==> src/rtl/excess3_serial_decoder.sv <==
// Bit-serial excess-3 to BCD decoder: subtracts 0011 LSB-first with a borrow-tracking FSM,
// emits each result bit serially and the completed digit in parallel on A..D.
module excess3_serial_decoder (
    input  logic clk,
    input  logic rst,
    input  logic in_valid,
    input  logic in_bit,
    input  logic in_first,
    output logic out_valid,
    output logic out_bit,
    output logic A,
    output logic B,
    output logic C,
    output logic D,
    output logic digit_valid,
    output logic err
);

    localparam int unsigned DIGIT_W = 4;

    typedef enum logic [2:0] {
        IDLE = 3'd0,
        B1_0 = 3'd1,
        B1_1 = 3'd2,
        B2_0 = 3'd3,
        B2_1 = 3'd4,
        B3_0 = 3'd5,
        B3_1 = 3'd6
    } state_t;

    state_t               state;
    state_t               eff_state;
    state_t               next_state;
    logic   [1:0]         pos;
    logic                 borrow_in;
    logic                 borrow_out;
    logic                 res_bit;
    logic   [2:0]         res;
    logic   [DIGIT_W-1:0] digit;

    // in_first restarts framing from any state, so decode against an effective state
    always_comb begin
        eff_state = in_first ? IDLE : state;
        pos       = 2'd0;
        borrow_in = 1'b0;
        case (eff_state)
            B1_0:    begin pos = 2'd1; borrow_in = 1'b0; end
            B1_1:    begin pos = 2'd1; borrow_in = 1'b1; end
            B2_0:    begin pos = 2'd2; borrow_in = 1'b0; end
            B2_1:    begin pos = 2'd2; borrow_in = 1'b1; end
            B3_0:    begin pos = 2'd3; borrow_in = 1'b0; end
            B3_1:    begin pos = 2'd3; borrow_in = 1'b1; end
            default: begin pos = 2'd0; borrow_in = 1'b0; end
        endcase
    end

    // One full-subtractor step against the constant 0011
    always_comb begin
        res_bit    = 1'b0;
        borrow_out = 1'b0;
        next_state = IDLE;
        case (pos)
            2'd0: begin
                res_bit    = ~in_bit;
                borrow_out = ~in_bit;
                next_state = borrow_out ? B1_1 : B1_0;
            end
            2'd1: begin
                res_bit    = ~(in_bit ^ borrow_in);
                borrow_out = ~in_bit | borrow_in;
                next_state = borrow_out ? B2_1 : B2_0;
            end
            2'd2: begin
                res_bit    = in_bit ^ borrow_in;
                borrow_out = ~in_bit & borrow_in;
                next_state = borrow_out ? B3_1 : B3_0;
            end
            default: begin
                res_bit    = in_bit ^ borrow_in;
                borrow_out = ~in_bit & borrow_in;
                next_state = IDLE;
            end
        endcase
        digit = {res_bit, res};
    end

    always_ff @(posedge clk) begin
        if (rst) begin
            state       <= IDLE;
            res         <= 3'd0;
            out_valid   <= 1'b0;
            out_bit     <= 1'b0;
            A           <= 1'b0;
            B           <= 1'b0;
            C           <= 1'b0;
            D           <= 1'b0;
            digit_valid <= 1'b0;
            err         <= 1'b0;
        end else begin
            out_valid   <= in_valid;
            digit_valid <= 1'b0;
            err         <= 1'b0;
            if (in_valid) begin
                state   <= next_state;
                out_bit <= res_bit;
                case (pos)
                    2'd0: res[0] <= res_bit;
                    2'd1: res[1] <= res_bit;
                    2'd2: res[2] <= res_bit;
                    default: begin
                        digit_valid <= 1'b1;
                        // Final borrow means code < 3; result > 9 means code > 12
                        if (borrow_out || (digit > 4'd9)) begin
                            err          <= 1'b1;
                            {A, B, C, D} <= 4'b0000;
                        end else begin
                            {A, B, C, D} <= digit;
                        end
                    end
                endcase
            end
        end
    end

endmodule

==> config.mk <==
export PLATFORM = sky130hd
export DESIGN_NAME = excess3_serial_decoder
export DESIGN_NICKNAME = d
export VERILOG_FILES = /design/src/rtl/excess3_serial_decoder.sv
export SDC_FILE = /design/constraint.sdc
export NUM_CORES = 1
export LEC_CHECK = 0
export BUFFER_PORTS_ARGS = -buffer_cell sky130_fd_sc_hd__buf_2
export CAP_MARGIN = 10
export CORE_UTILIZATION = 53
export CTS_CLUSTER_DIAMETER = 30
export CTS_CLUSTER_SIZE = 40
export DETAILED_ROUTE_END_ITERATION = 7
export PLACE_DENSITY = 0.76
export SYNTH_ARGS = -nofsm -noshare
export SYNTH_HDL_FRONTEND = slang
export SYNTH_SLANG_ARGS = --single-unit
==> constraint.sdc <==
create_clock -name clk -period 3.1 [get_ports clk]
set_input_delay 0.155 -clock clk [delete_from_list [all_inputs] [get_ports clk]]
set_output_delay 0.155 -clock clk [all_outputs]
set_load 0.005 [all_outputs]
=== After elaboration in Yosys (flattened, before gate mapping) ===
Cells that the tools add are included.

* $add $sub $neg: 0
* Multipliers: 0
* Divide/modulo/power cells: 0
* Order comparisons: 1
* Equal/unequal tests: 8
* Shifts and indexed selects: 0
* Mux-type cells: 15
* Bitwise gates (word level): 7
* Reductions and logical operators: 13

{| class="wikitable"
|+ Operators by type and width
! cell !! count
|-
| equality test 3 bit, second input constant || 3
|-
| case mux 3 bit (3 select lines) || 1
|-
| AND reduction 2 bit || 4
|-
| OR reduction 2 bit || 4
|-
| two-way mux 1 bit || 7
|-
| equality test 3 x 2 -> 1 bit, second input constant || 2
|-
| two-way mux 3 bit || 2
|-
| case mux 2 bit (3 select lines) || 1
|-
| OR reduction 3 bit || 2
|-
| OR reduction 5 bit || 1
|-
| > comparator 4 bit, second input constant || 1
|-
| two-way mux 2 bit || 2
|-
| NOT 1 bit || 4
|-
| case mux 1 bit (2 select lines) || 2
|-
| equality test 3 x 1 -> 1 bit, second input constant || 1
|-
| equality test 2 x 1 -> 1 bit, second input constant || 1
|-
| equality test 2 bit, second input constant || 1
|-
| zero test 2 bit || 1
|-
| AND 1 bit || 1
|-
| logical OR 1 bit || 1
|-
| bitwise OR 1 bit || 1
|-
| bitwise XOR 1 bit || 1
|}

* Flip-flop bits (word level): 14
* Latch bits: 0
* RAM bits: 0
* Bits in read-only memories: 0
* Bits of input ports: 5
* Output and inout bits: 8
* Memories kept: 0

=== Longest topological paths before layout ===
Gate-level depths: netlist of the first run.

* Word-level depth: 10
* Gate-level depth with buffers: 11
* Mapped depth without buffers: 11

=== Least setup slack after synthesis of the first run ===
No wires, ideal clock.

* Path type: register -> register
* Start: reg state[0]
* End: reg A
* Data arrival time: 2400 ps
* Slack: 577 ps
* Cell stages (with the launch flop): 12
* Path through: dfxtp_1 -> nor2b_1 -> inv_1 -> ha_1 -> or3_4 -> mux2i_4 -> inv_1 -> ha_1 -> and3b_1 -> o2111ai_1 -> a21oi_1 -> a221o_2

* Cells in the longest elaborated chain, start to end: 10
* Elaborated cells on any way between the ends: 28

{| class="wikitable"
|+ RTL lines
! element !! line !! text
|-
| start: declaration || 31 || <nowiki>state_t state;</nowiki>
|-
| start signal: assignment || 104 || <nowiki>state <= next_state;</nowiki>
|-
| two-way mux 3 bit (*) || 43 || <nowiki>eff_state = in_first ? IDLE : state;</nowiki>
|-
| branches (longest 9 deep; another with > comparator 4 bit) || n/a ||
|-
| end signal: assignment || 117 || <nowiki>{A, B, C, D} <= digit;</nowiki>
|-
| end: declaration || 11 || <nowiki>output logic A,</nowiki>
|}

Mark *: on every way between the ends.
A chain may end at the register's enable or synchronous reset.

=== Final worst setup path of the first run ===
* Start: reg state[0]
* End: reg D

* Cells in the longest elaborated chain, start to end: 10
* Elaborated cells on any way between the ends: 28

{| class="wikitable"
|+ RTL lines
! element !! line !! text
|-
| two-way mux 3 bit (*) || 43 ||
|-
| branches (longest 9 deep; another with > comparator 4 bit) || n/a ||
|-
| end signal: assignment || 117 ||
|-
| end: declaration || 14 || <nowiki>output logic D,</nowiki>
|}

Marked as above.

==> results.toml, run 1 <==
[outcome]
status = "complete, no violations"

[placement]
post_dp_cell_area_um2 = 876
placement.setup.worst_slack_ns = 0.303
hpwlAfterDp_um = 1180
numPortBuffers = 12
gp_congestion = 0.816

[floorplan]
core.rowCount = 13
die_height_um = 40.8
pin_count = 13
dieWidth_um = 40.8
core_region_area_mm2 = 0.00135
initial_core_util = 0.590
dieArea_mm2 = 0.00166

[timing]
timing_max_transition_violations_final = 0
fin_worst_hold_slack_ns = 0.113
rsz_0062_raised_after_global_routing = "false"
max_slew_margin = 0.757
timing.final.crit_share = 0.905
tns_ns = 0
worst-slew-pin-transition_ns = 0.356
fmax_mhz = 356
timing.final.hold_violations = 0
period_needed_ns = 2.81
setup_violations = 0
setup_ws_ns = 0.295
clock-skew-final_ns = 0.00129

[finish]
fillers = 108
final_common_cell = "dfxtp_1"
finalNetCount = 115
share_of_final_layout_standard_cells_stronger_than_drive_strength_1 = 0.235
final-seq-area_um2 = 280
postLayoutCellArea_um2 = 898
num_antenna_cells = 0
flow.area_growth_from_synthesis_pct = 12.7
multi_input_comb_area_um2 = 479
layout_common_cells = "14 x dfxtp_1, 12 x buf_2, 10 x inv_1, 10 x ha_1, 7 x nand2_1"

[min_path]
whs_path_depth = 2
min_path_type = "in -> reg"
source_of_the_worst_hold_timing_path = "rst"
holdPathEnd = "state[0]"

[critical_path]
endpoint_of_the_most_critical_register_to_register_path = "D"
worst-endpoint-required_ns = 3.27
timing.setup.critical_path_class = "reg -> reg"
cp-end-kind = "flip-flop"
critical_path.reg2reg.startpoint = "state[0]"
critical_path_data_arrival_time_ns = 2.97
timing.critical_path.from_type = "flip-flop"
reg2regPathDepth = 10
cp_max_fo = 10
setup.reg_to_reg.worst_slack_ns = 0.29

[power_and_ir_drop]
max-vdd-ir-drop_mv = 0.237
finalPower_uw = 354
power_leakage_nw = 0.461
pwr_density_cell_mw_per_mm2 = 395

[yosys]
ys.warnings.count = 0
postSynthCellCount = 83
postSynthRegisterBits = 14
seq_area_frac_synth = 0.352
syn_nets = 98
postSynthAreaPerCell_um2 = 9.60
synth_area_um2 = 797
netlist_cell_types = 26

[detailed_routing]
drt_first_iter_violations = 24
totalWireLength_um = 1570
detailedRoute.firstPassIterationCount = 4
vias_per_cell = 5.83
routed_len_inst_um = 13.9
via_count = 659
postRouteAntennaNets = 0
post-route-drc-count = 0

[global_routing]
grt_pass1_vias = 590
grt_first_pass_wirelength_um = 2470
overflow = 0
groute.usage.overall = 0.231
antenna_violations_before_repair = 0
maximum_number_of_pins_on_one_net_before_global_route_repair = 11

[clock_tree]
cts-resized-gates = 0
clock_transition_at_the_registers_of_the_reported_paths_ns = 0.07
buffers_inserted_during_post_cts_setup_optimization = 0
cts-buffers-inserted = 3
clock_tree_from_tritoncts = "built"
clkLatencyLatePin_ns = 0.27
ctsLongestPathBuffers = 2
clock-sinks = 14
h-tree-depth = 1
cts.hold.buffers_added = 0
cts_root_buffer = "clkbuf_4"

[run]
drv_cap = 0
[kinds of logic (layout without fill, tap and decap cells)]
group	Yosys count	after routing	synth area share
AO/OA/AOI/OAI	21	21	0.217
adder cells (fa/ha/maj)	10	10	0.157
buffers and inverters	10	25	0.0471
flip-flops	14	14	0.352
multiplexers	4	4	0.0675
AND/OR/NAND/NOR	24	24	0.160
[layer usage]
layer  GRT usage  share of wire  vias to the layer above  routed length [um]
met5           0              0                        -                   0
met2       0.367           0.47                       18                 741
met3      0.0543          0.036                        2                  56
met1       0.279           0.48                      307                 762
met4       0.133         0.0076                        0                  12
li1            -              -                      332                   -
[flip-flops by register name, indices dropped and copies added (netlist names)]
register and flops:
D 1, A 1, digit_valid 1, C 1, out_valid 1, res 3
state 3, err 1, out_bit 1, B 1
[layout make-up]
type | instances | share of cell area
multi-input cells | 59 | 0.533
flip-flops and latches | 14 | 0.312
repair buffers | 12 | 0.0669
inverters | 10 | 0.0418
clock buffers | 3 | 0.0251
well taps | 15 | 0.0209
[worst max-delay path: stages, from the launching register on]
cell	delay, ns
dfxtp_1	0.32
nor2b_1	0.23
inv_1	0.10
ha_1	0.22
or3_4	0.38
mux2i_4	0.31
ha_1	0.32
nand2_1	0.14
o2111ai_1	0.25
mux2i_1	0.16
a22o_1	0.25
[per-stage QoR]
stage	util	cells
global placement	0.649	110
CTS	0.665	113
floorplan	-	83
global route	0.665	113
finish	0.665	113
detailed placement	0.649	110
[how the worst max path moves through the flow]
stage | startpoint | to | slack, ns | cells past startpoint
4_1_cts | state[0] | D | 0.29 | 11
3_3_place_gp | state[0] | C | 0.41 | 11
3_5_place_dp | state[0] | C | 0.30 | 11
6_report | state[0] | D | 0.29 | 10
5_1_grt | state[0] | D | 0.07 | 10
2_1_floorplan | state[0] | A | 0.58 | 11
[synthesized netlist by cell type]
cell       number  area, um2
mux2_2          1       11.3
nor3_1          2       10.0
o211a_1         1       10.0
or3_4           1       11.3
a21oi_1         5       25.0
nand2b_1        5       31.3
ha_1           10        125
o211ai_1        1       7.51
nor2_1          5       18.8
and3b_1         1       8.76
a31o_2          1       8.76
a311oi_1        2       17.5
o311a_2         1       11.3
inv_1          10       37.5
a21o_1          1       7.51
nor2b_1         1       6.26
a32o_1          3       30.0
dfxtp_1        14        280
and2b_2         1       8.76
or2_2           1       6.26
nand2_1         7       26.3
a221o_2         1       11.3
mux2i_4         1       22.5
o2111ai_1       2       17.5
a22o_1          3       26.3
mux2i_1         2       20.0
[power by group]
group          internal [mW]  switching, mW  leakage (nW)
Combinational         0.0287         0.0399         0.334
Sequential             0.187        0.00348         0.114
Clock                 0.0449         0.0504        0.0138
(Power assumes the default switching activity.)
==> run 2, diff against run 1 <==
--- a/config.mk
+++ b/config.mk
@@ -7,11 +7,12 @@
 export LEC_CHECK = 0
 export BUFFER_PORTS_ARGS = -buffer_cell sky130_fd_sc_hd__buf_2
 export CAP_MARGIN = 10
-export CORE_UTILIZATION = 53
+export CORE_UTILIZATION = 48
 export CTS_CLUSTER_DIAMETER = 30
 export CTS_CLUSTER_SIZE = 40
 export DETAILED_ROUTE_END_ITERATION = 7
-export PLACE_DENSITY = 0.76
+export PLACE_DENSITY = 0.72
+export SKIP_LAST_GASP = 1
 export SYNTH_ARGS = -nofsm -noshare
 export SYNTH_HDL_FRONTEND = slang
 export SYNTH_SLANG_ARGS = --single-unit
==> constraint.sdc (replaced) <==
create_clock -name clk -period 2.4 [get_ports clk]
set_input_delay 0.12 -clock clk [delete_from_list [all_inputs] [get_ports clk]]
set_output_delay 0.12 -clock clk [all_outputs]
set_load 0.005 [all_outputs]
==> run 2 against run 1 <==
Effect of this change:
- the flow now finishes with violations (negative setup slack)
- flip-flop and latch count unchanged
- die area grew 9.9%
- critical endpoint unchanged
- hold slack worse by 0.026 ns
- clock skew increased by 0.00093 ns
==> results.toml, run 2 (synthesized netlist as in run 1, its figures left out) <==
[global_routing]
overflow = 0
grtUsageMet2 = 0.370
top_usage_layer = "met2"
maximum_number_of_pins_on_one_net_before_global_route_repair = 9
grt_pass1_vias = 699
grt.met3_usage = 0.0681
groute.usage.overall = 0.208
antenna_violations_before_repair = 0
grt_first_pass_wirelength_um = 2900
globalRouteMet1Util = 0.245

[finish]
postLayoutCoreUtil = 0.712
largest_registers = "res: 3 flops, state: 3 flops"
share_of_final_layout_standard_cells_stronger_than_drive_strength_1 = 0.464
finalNetCount = 127
layout_common_cells = "13 x dfxtp_1, 12 x buf_2, 11 x buf_4"
num_antenna_cells = 0
final_common_cell = "dfxtp_1"
fillers = 110
multi_input_comb_area_um2 = 569
flow.area_growth_from_synthesis_pct = 36.1
postLayoutCellArea_mm2 = 0.00108
final-seq-area_um2 = 282

[timing]
worst-slew-pin-transition_ns = 0.378
rsz_0062_raised_after_global_routing = "true"
max_slew_margin = 0.748
timing.final.hold_violations = 0
tns_ns = -0.101
period_needed_ns = 2.44
clock-skew-final_ns = 0.00222
timing_max_transition_violations_final = 0
fmax_mhz = 410
setup_ws_ns = -0.0383
setup_violations = 6
timing.final.crit_share = 1.02

[detailed_routing]
drt_first_iter_violations = 18
postRouteAntennaNets = 0
totalWireLength_um = 1950
vias_per_cell = 5.70
detailedRoute.firstPassIterationCount = 4
post-route-drc-count = 0
routed_len_inst_um = 15.5
via_count = 718

[critical_path]
timing.critical_path.from_type = "flip-flop"
setup.reg_to_reg.worst_slack_ns = -0.04
critical_path_data_arrival_time_ns = 2.61
cp-end-kind = "flip-flop"
worst-endpoint-required_ns = 2.57
cp_max_fo = 4
cp-startpoint = "state[0]"
timing.setup.critical_path_class = "reg -> reg"
critical_path.reg2reg.startpoint = "state[0]"
reg2regPathDepth = 11

[floorplan]
die_height_um = 42.8
dieArea_mm2 = 0.00183
initial_core_util = 0.523
pin_count = 13
core_region_area_mm2 = 0.00152
core.rowCount = 14
dieWidth_um = 42.8

[power_and_ir_drop]
max-vdd-ir-drop_mv = 0.391
power_leakage_nw = 0.524
finalPower_uw = 501
pwr_density_cell_mw_per_mm2 = 462

[placement]
placement.setup.worst_slack_ns = -0.0372
post_dp_cell_area_um2 = 963
hpwlAfterDp_um = 1380
gp_congestion = 0.821
numPortBuffers = 12

[clock_tree]
ctsLongestPathBuffers = 2
clock_tree_from_tritoncts = "built"
cts_root_buffer = "clkbuf_4"
clock_transition_at_the_registers_of_the_reported_paths_ns = 0.08
cts.hold.buffers_added = 0
clock-sinks = 14
h-tree-depth = 1
clkLatencyLatePin_ns = 0.27
cts-buffers-inserted = 3

[min_path]
min_path_type = "in -> reg"
source_of_the_worst_hold_timing_path = "rst"
whs_path_depth = 2

[outcome]
violations = "negative setup slack"
status = "finished, violations left"

[run]
drv_cap = 0
run 2: report_power, final:
group          switching [mW]  internal, mW  total, mW
combinational          0.0662        0.0613      0.127
sequential            0.00537         0.242      0.247
clock                  0.0685        0.0582      0.127
total                   0.140         0.361      0.501
run 2: per-layer routing:
metal,part of all wire,up-vias
li1,-,351
met3,0.054,0
met5,0,-
met1,0.44,346
met2,0.51,21
met4,0,0
run 2: what timing repair did:
item                                   CTS  global route
endpoints found under the hold margin    0             0
pin swaps                                7             6
buffers inserted                         2             4
setup endpoints to repair                5             6
resized for setup                        5             7
run 2: path summary, 6_finish.rpt:
kind	end
min	state[0]
max reg2reg	D
max	D
min reg2reg	C
run 2: through the flow:
| stage | hold WS, ns | std cells |
|---|---|---|
| 2_1_floorplan | 0.192 | 83 |
| 3_3_place_gp | 0.354 | 117 |
| 3_5_place_dp | 0.371 | 117 |
| 4_1_cts | 0.0748 | 122 |
| 5_1_grt | 0.0814 | 126 |
| 6_report | 0.0870 | 126 |
run 2: cell type report:
type | instances | share of cell area
repair buffers | 24 | 0.142
well taps | 16 | 0.0185
multi-input cells | 59 | 0.525
flip-flops and latches | 14 | 0.260
inverters | 10 | 0.0346
clock buffers | 3 | 0.0208
run 2: critical path, stage by stage (launching register included):
cell and delay, ns:
dfxtp_2 0.33, nor2b_4 0.16, inv_2 0.06, ha_4 0.15
or3_4 0.37, mux2i_4 0.23, inv_2 0.09, ha_4 0.16
and3b_2 0.23, o211ai_1 0.12, mux2i_1 0.17, a22o_1 0.26
==> run 3, diff against run 2 <==
--- a/config.mk
+++ b/config.mk
@@ -7,11 +7,14 @@
 export LEC_CHECK = 0
 export BUFFER_PORTS_ARGS = -buffer_cell sky130_fd_sc_hd__buf_2
 export CAP_MARGIN = 10
-export CORE_UTILIZATION = 48
+export CELL_PAD_IN_SITES_DETAIL_PLACEMENT = 1
+export CELL_PAD_IN_SITES_GLOBAL_PLACEMENT = 1
+export CORE_UTILIZATION = 37
 export CTS_CLUSTER_DIAMETER = 30
 export CTS_CLUSTER_SIZE = 40
 export DETAILED_ROUTE_END_ITERATION = 7
-export PLACE_DENSITY = 0.72
+export PLACE_DENSITY_LB_ADDON = 0.1
+export REMOVE_ABC_BUFFERS = 1
 export SKIP_LAST_GASP = 1
 export SYNTH_ARGS = -nofsm -noshare
 export SYNTH_HDL_FRONTEND = slang
==> run 3 against run 2 <==
Effect of this change:
- the run now ends clean
- via count is 0.97% lower
- sequential share of layout area fell by 0.38 points
- register-to-register slack better by 0.07 ns
- clock-buffer cell count is 1 higher
- routed wire length up 3.2%
- clock power grew 33%
- critical path depth unchanged
- core utilization is 16 points lower
- design area is 1.5% higher
- combinational power down 3%
- critical endpoint unchanged
- highest routed layer is now met4
==> results.toml, run 3 (synthesized netlist as in run 1, its figures left out) <==
[outcome]
status = "complete, no violations"

[finish]
fillers = 232
num_antenna_cells = 0
postLayoutCellArea_mm2 = 0.00110
finalNetCount = 127
layout_common_cells = "13 x dfxtp_1, 12 x buf_2, 11 x buf_4"
post_layout_nonfiller_instances = 138
flow.area_growth_from_synthesis_pct = 38.1
share_of_final_layout_standard_cells_stronger_than_drive_strength_1 = 0.459
final_common_cell = "dfxtp_1"
largest_registers = "res: 3 flops, state: 3 flops"

[global_routing]
grt_first_pass_wirelength_um = 3200
maximum_number_of_pins_on_one_net_before_global_route_repair = 9
groute.usage.overall = 0.180
overflow = 0
grt_pass1_vias = 694
antenna_violations_before_repair = 0

[detailed_routing]
via_count = 711
detailedRoute.firstPassIterationCount = 3
totalWireLength_um = 2020
vias_per_cell = 5.15
post-route-drc-count = 0
drt_first_iter_violations = 6
routed_len_inst_um = 14.6
postRouteAntennaNets = 0

[run]
drv_cap = 0

[floorplan]
pin_count = 13
core_region_area_mm2 = 0.00200
dieArea_mm2 = 0.00234
dieWidth_um = 48.4
core.rowCount = 16
initial_core_util = 0.398
die_height_um = 48.4

[critical_path]
path_cells = "nor2b_4 > buf_6 > ha_4 > or3_4 > mux2i_4 > inv_2 > ha_4 > and3b_2 > o211ai_1 > mux2i_1 > a22o_1"
critical_path_data_arrival_time_ns = 2.55
worst-endpoint-required_ns = 2.58
max_stage_delay_ns = 0.38
path_common_cell = "ha_4"
cp_max_fo = 3
largest_delay_share_family_worst_path = "simple AND/OR/NAND/NOR gates"
cp-end-kind = "flip-flop"
timing.setup.critical_path_class = "reg -> reg"
timing.critical_path.from_type = "flip-flop"
slowest_stage_cell_on_the_critical_path = "or3_4"
timing.critical_path.buf_inv = 2

[clock_tree]
clock-sinks = 14
h-tree-depth = 1
cts-buffers-inserted = 3
ctsLongestPathBuffers = 2
clock_transition_at_the_registers_of_the_reported_paths_ns = 0.08
cts_root_buffer = "clkbuf_4"
clock_tree_from_tritoncts = "built"
clkLatencyLatePin_ns = 0.29

[placement]
post_dp_cell_area_um2 = 973
dp_cells = 133
gp_congestion = 0.821
hpwlAfterDp_um = 1490
numPortBuffers = 12

[power_and_ir_drop]
pwr_density_cell_mw_per_mm2 = 490
max-vdd-ir-drop_mv = 0.281
power_leakage_nw = 0.535

[timing]
rsz_0062_raised_after_global_routing = "true"
fmax_mhz = 423
fin_worst_hold_slack_ns = 0.0581
timing.final.crit_share = 0.986
max_slew_margin = 0.786
timing.final.hold_violations = 0
timing_max_transition_violations_final = 0
clock-skew-final_ns = 0.00170
period_needed_ns = 2.37
setup_violations = 0
worst-slew-pin-transition_ns = 0.320

[min_path]
min_path_type = "in -> reg"
## run 3: cell types whose count changed in the layout (fill, tap and decap cells not counted), sizes merged
cell    change
clkbuf      +1
## run 3: where the power goes
| part | total, mW | switching, mW | internal [mW] |
|---|---|---|---|
| Sequential | 0.248 | 0.00559 | 0.242 |
| Combinational | 0.123 | 0.0646 | 0.0585 |
| Clock | 0.169 | 0.0768 | 0.0925 |
## run 3: final cells by class
class / count / area (um2) / share of cell area
Clock buffer: 4 / 36.3 / 0.0330
Inverter: 10 / 37.5 / 0.0341
Multi-Input combinational cell: 59 / 558 / 0.507
Sequential cell: 14 / 282 / 0.256
Tap cell: 27 / 33.8 / 0.0307
Timing Repair Buffer: 24 / 154 / 0.140
## run 3: worst paths after layout
check | from | slack [ns] | to | cells after the start
setup / recovery | state[0] | 0.03 | D | 11
hold reg to reg | C | 0.47 | C | 1
hold / removal | rst | 0.06 | state[0] | 2
setup reg to reg | state[0] | 0.03 | D | 11
## run 3: worst register-to-register path, cell delays in order, from the launching register on
cell      delay, ns
dfxtp_2        0.33
nor2b_4        0.13
buf_6          0.12
ha_4           0.14
or3_4          0.38
mux2i_4        0.18
inv_2          0.08
ha_4           0.16
and3b_2        0.22
o211ai_1       0.12
mux2i_1        0.15
a22o_1         0.26
## run 3: metal layers
metal,up-vias,part of all wire,GRT usage,wire length (um)
met5,-,0,0,0
met4,0,0.013,0.0735,27
met1,344,0.47,0.233,947
li1,354,-,-,-
met3,3,0.024,0.0472,48
met2,10,0.49,0.284,992
## run 3: per-stage QoR
stage | util | total power [mW] | worst slack [ns] | setup TNS (ns)
2_1_floorplan | - | 0.314 | -0.123 | -0.455
3_3_place_gp | 0.486 | 0.353 | -0.0370 | -0.116
3_5_place_dp | 0.486 | 0.357 | -0.100 | -0.355
4_1_cts | 0.514 | 0.531 | 0.0116 | 0
5_1_grt | 0.550 | 0.577 | -0.0977 | -0.340
6_report | 0.550 | 0.540 | 0.0333 | 0
## run 3: repair_timing
| item | CTS | global route |
|---|---|---|
| hold buffers | 0 | 0 |
| gates cloned | 0 | 0 |
| setup endpoints to repair | 4 | 10 |
| resized for setup | 7 | 13 |
| pin swaps | 5 | 7 |
| setup buffers | 0 | 1 |
